==> config.mk <==
export PLATFORM = sky130hd
export DESIGN_NAME = cmp_serial
export DESIGN_NICKNAME = d
export VERILOG_FILES = /design/src/rtl/cmp_serial.sv
export SDC_FILE = /design/constraint.sdc
export NUM_CORES = 1
export LEC_CHECK = 0
export CELL_PAD_IN_SITES_DETAIL_PLACEMENT = 1
export CELL_PAD_IN_SITES_GLOBAL_PLACEMENT = 1
export CORE_ASPECT_RATIO = 0.75
export CORE_MARGIN = 4
export CORE_UTILIZATION = 44
export DETAILED_ROUTE_END_ITERATION = 8
export DONT_BUFFER_PORTS = 1
export PLACE_DENSITY = 0.8
export SYNTH_ARGS = -nofsm -noshare
export SYNTH_HDL_FRONTEND = slang
export SYNTH_SLANG_ARGS = --single-unit
==> constraint.sdc <==
create_clock -name clk -period 2.1 [get_ports clk]
set_input_delay 0.42 -clock clk [delete_from_list [all_inputs] [get_ports clk]]
set_output_delay 0.42 -clock clk [all_outputs]
set_load 0.1 [all_outputs]
==> src/rtl/cmp_serial.sv <==
// cmp_serial: bit-serial, MSB-first magnitude comparator that examines one bit pair per
// cycle and exits early on the first differing bit, optionally treating operands as signed.
module cmp_serial #(
  parameter int WIDTH     = 8,
  parameter int SIGNED_EN = 1
) (
  input  logic             clk,
  input  logic             rst,
  input  logic             start,
  input  logic [WIDTH-1:0] a,
  input  logic [WIDTH-1:0] b,
  input  logic             is_signed,
  output logic             busy,
  output logic             done,
  output logic             aeb,
  output logic             agb,
  output logic             alb
);

  localparam int               IDX_W   = $clog2(WIDTH);
  localparam logic [IDX_W-1:0] IDX_TOP = IDX_W'(WIDTH - 1);
  localparam logic [IDX_W-1:0] IDX_ONE = IDX_W'(1);

  typedef enum logic {
    IDLE = 1'b0,
    RUN  = 1'b1
  } state_t;

  state_t           state;
  logic [IDX_W-1:0] idx;
  logic [WIDTH-1:0] a_q;
  logic [WIDTH-1:0] b_q;
  logic             sgn_q;

  logic             a_bit;
  logic             b_bit;
  logic             sign_pos;
  logic             a_greater;

  // A differing pair favours A when A holds the 1, except at a signed sign bit,
  // where a 1 marks A as the negative (smaller) operand.
  function automatic logic a_wins(input logic bit_a, input logic sign_bit);
    return bit_a ^ sign_bit;
  endfunction

  assign a_bit     = a_q[idx];
  assign b_bit     = b_q[idx];
  assign sign_pos  = (idx == IDX_TOP) && sgn_q;
  assign a_greater = a_wins(a_bit, sign_pos);

  // Operand capture on start acceptance; the compare in progress never sees later input changes.
  always_ff @(posedge clk) begin
    if (state == IDLE && start) begin
      a_q   <= a;
      b_q   <= b;
      sgn_q <= (SIGNED_EN != 0) ? is_signed : 1'b0;
    end
  end

  // Control FSM; result flags are only rewritten on termination so they hold while busy.
  always_ff @(posedge clk) begin
    if (rst) begin
      state <= IDLE;
      idx   <= IDX_TOP;
      busy  <= 1'b0;
      done  <= 1'b0;
      aeb   <= 1'b0;
      agb   <= 1'b0;
      alb   <= 1'b0;
    end else begin
      done <= 1'b0;
      case (state)
        IDLE: begin
          if (start) begin
            state <= RUN;
            idx   <= IDX_TOP;
            busy  <= 1'b1;
          end
        end
        RUN: begin
          if (a_bit != b_bit) begin
            aeb   <= 1'b0;
            agb   <= a_greater;
            alb   <= !a_greater;
            done  <= 1'b1;
            busy  <= 1'b0;
            state <= IDLE;
          end else if (idx == '0) begin
            aeb   <= 1'b1;
            agb   <= 1'b0;
            alb   <= 1'b0;
            done  <= 1'b1;
            busy  <= 1'b0;
            state <= IDLE;
          end else begin
            idx <= idx - IDX_ONE;
          end
        end
        default: begin
          state <= IDLE;
          busy  <= 1'b0;
        end
      endcase
    end
  end

endmodule

==> flow_metrics.tcl <==
set metrics [dict create \
    rsz0062_at_grt "no" \
    crit_fanout 5 \
    async_flop_share_pct 0 \
    power_density_nw_per_um2 866 \
    syn_area_sq_um 1170 \
    ys_types 32 \
    hpwlAfterDp_microns 1660 \
    cts_buffer_depth 2 \
    start_util_pct 48.6 \
    die_width_microns 67.5 \
    synth-seq-area-share_pct 59.2 \
    first_pass_iters 5 \
    postRouteAntennaNets 0 \
    grt_max_degree 21 \
    cts_tree "done" \
    ir_drop_v 0.000507 \
    syn_inst 83 \
    yosys.area.top_type "edfxtp_1" \
    startpoint "idx[0]" \
    end_kind "flop" \
    wl_met1_microns 948 \
    p_leak_nw 0.485 \
    num_rows 15 \
    place_ws_ps -107 \
    coreArea_sq_um 2400 \
    synth_edf_count 17 \
    track_usage_pct 14.8 \
    io_buffers 0 \
    wl_per_cell_microns 18.0 \
    worstMarginPinSlew_ps 502 \
    nNetsFinal 114 \
    cts_resized 2 \
    clock_tree.root_cell "clkbuf_4" \
    finClkSkew_ps 7.15 \
    gp_congestion 0.730 \
    finalPower_mw 1.13 \
    setup_slack_ps 87.9 \
    crit_chain "mux4_2 -> mux2_4 -> xor2_2 -> a2111oi_2 -> a41oi_1" \
    hp-start "rst" \
    period_minus_slack_ps 2010 \
    syn_nets 106 \
    wl_microns 2230 \
    n_fill_cell 257 \
    synth-main-ff-cell "edfxtp_1" \
    drt_iter0_markers 27 \
    cpPeakStageDelay_ps 520 \
    cp_top_family "multiplexers" \
    critPathKind "reg -> reg" \
    clkSlewWorstSetupHoldPaths_ps 140 \
    ios 25 \
    syn_to_final_growth_pct 11.7 \
    yosys_warnings 0 \
    cts_hold_buf 0 \
    slew_headroom_pct 66.5 \
    required_ps 2300 \
    reg2reg_from "idx[0]" \
    numClockSinks 26 \
    diodes 0 \
    worstPathArrival_ps 2210 \
    hold_class "in -> reg" \
    antenna_found_initial 0 \
    drive_gt1_share_pct 28.9 \
    maxCapViolations 0 \
    synth_top_area_share_pct 43.7 \
    startpoint_type "flop" \
    top_layer_used "met4" \
    setup_viol 0 \
    hold_viol_final 0 \
    drc 0 \
    ys_top_cells_by_area "edfxtp_1 (44%), dfxtp_1 (15%), mux4_2 (7.7%), ha_1 (3.2%), nor2_1 (2.9%)" \
    wl_met2_microns 1090 \
    finalMaxSlewViolations 0 \
    die_h_microns 52.6 \
    cts_made_buffers 3 \
    vias_per_cell 5.69 \
    cp_slowest_cell "mux4_2" \
    clkLatencyLatePin_ps 330 \
    overflow 0 \
    max_clock_freq_ghz 0.497 \
    postCtsSetupRepairBufs 0 \
    finalCritPeriodShare_pct 95.8 \
    syn_avg_cell_area_sq_um 14.1 \
    grt_pass1_vias 711 \
    cts_max_level 1 \
    met3WireLength_microns 130 \
    path_buf_inv 0 \
    status "complete, no violations" \
    grt_pass1_wl_microns 3570 \
    ys_ff_latch 26 \
    vias 705 \
    fin_tns_setup_ps 0 \
    dieArea_sq_um 3550 \
]
==> per-layer routing <==
metal | vias to the layer above | track usage (%)
li1 | 330 | -
met1 | 347 | 17.6
met2 | 21 | 23.1
met3 | 7 | 4.94
met4 | 0 | 9.09
met5 | - | 0
==> sequential cells by signal, summed over array words and instances (netlist names) <==
signal  count
a_q         8
busy        1
aeb         1
sgn_q       1
state       1
idx         3
done        1
b_q         8
alb         1
agb         1
==> cells in the mapped netlist, types with 2 or more instances <==
library cell and instances:
o311ai_1 2, inv_1 2, nor2b_1 2, mux4_2 4, clkbuf_1 3, a21oi_1 3, nand3_1 3, nor3_1 3
dfxtp_1 9, edfxtp_1 17, nand2_1 4, nor2_1 9, ha_1 3
==> placed cells by master (no fill, tap or decap), types with 2 or more instances in the layout <==
master,count
ha_1,3
edfxtp_1,17
nand2_1,4
mux4_2,4
clkbuf_4,3
nor2_1,9
nor3_1,3
buf_4,8
a21oi_1,3
nand3_1,3
inv_1,2
nor2b_1,2
dfxtp_1,8
o311ai_1,2
==> power breakdown <==
part / total, mW / internal [mW] / switching [mW]
sequential: 0.600 / 0.582 / 0.0182
combinational: 0.184 / 0.0611 / 0.123
clock: 0.344 / 0.193 / 0.151
==> path summary, 6_finish.rpt <==
check / end / slack, ps / cells after the start
max: idx[2] / 90 / 5
max reg2reg: idx[2] / 90 / 5
min reg2reg: agb / 530 / 2
min: done / 130 / 1
==> final cells by class <==
class | instances | area [sq um] | share of cell area (%)
Tap cell | 34 | 42.5 | 3.26
Timing Repair Buffer | 8 | 60.1 | 4.61
Inverter | 2 | 7.51 | 0.576
Clock buffer | 3 | 22.5 | 1.73
Clock inverter | 1 | 30.0 | 2.30
Sequential cell | 26 | 694 | 53.3
Multi-Input combinational cell | 50 | 447 | 34.3
==> worst reg2reg max path: stages (launching register included) <==
cell and delay [ps]:
dfxtp_4 420, mux4_2 520, mux2_4 330, xor2_2 180, a2111oi_2 370, a41oi_1 80
==> per-stage QoR <==
| stage | std cells | hold slack (ps) | area [sq um] | util [%] |
|---|---|---|---|---|
| detailed placement | 120 | 497 | 1240 | 51.7 |
| global route | 124 | 110 | 1300 | 54.3 |
| floorplan | 83 | 519 | 1170 | - |
| finish | 124 | 135 | 1300 | 54.3 |
| global placement | 120 | 495 | 1240 | 51.7 |
| CTS | 124 | 131 | 1300 | 54.1 |
==> kinds of logic after synthesis <==
kind of cell / count (synthesis) / share of synthesized area, %
AOI/OAI and AO/OA: 11 / 7.07
xor gates and xnor gates: 2 / 2.79
adders and majority gates: 3 / 3.22
buffers and inverters: 7 / 3.00
DFF: 26 / 59.2
muxes: 6 / 10.9
and+or+nand+nor: 28 / 13.8
Note: power is estimated with default switching activity, not from simulation.
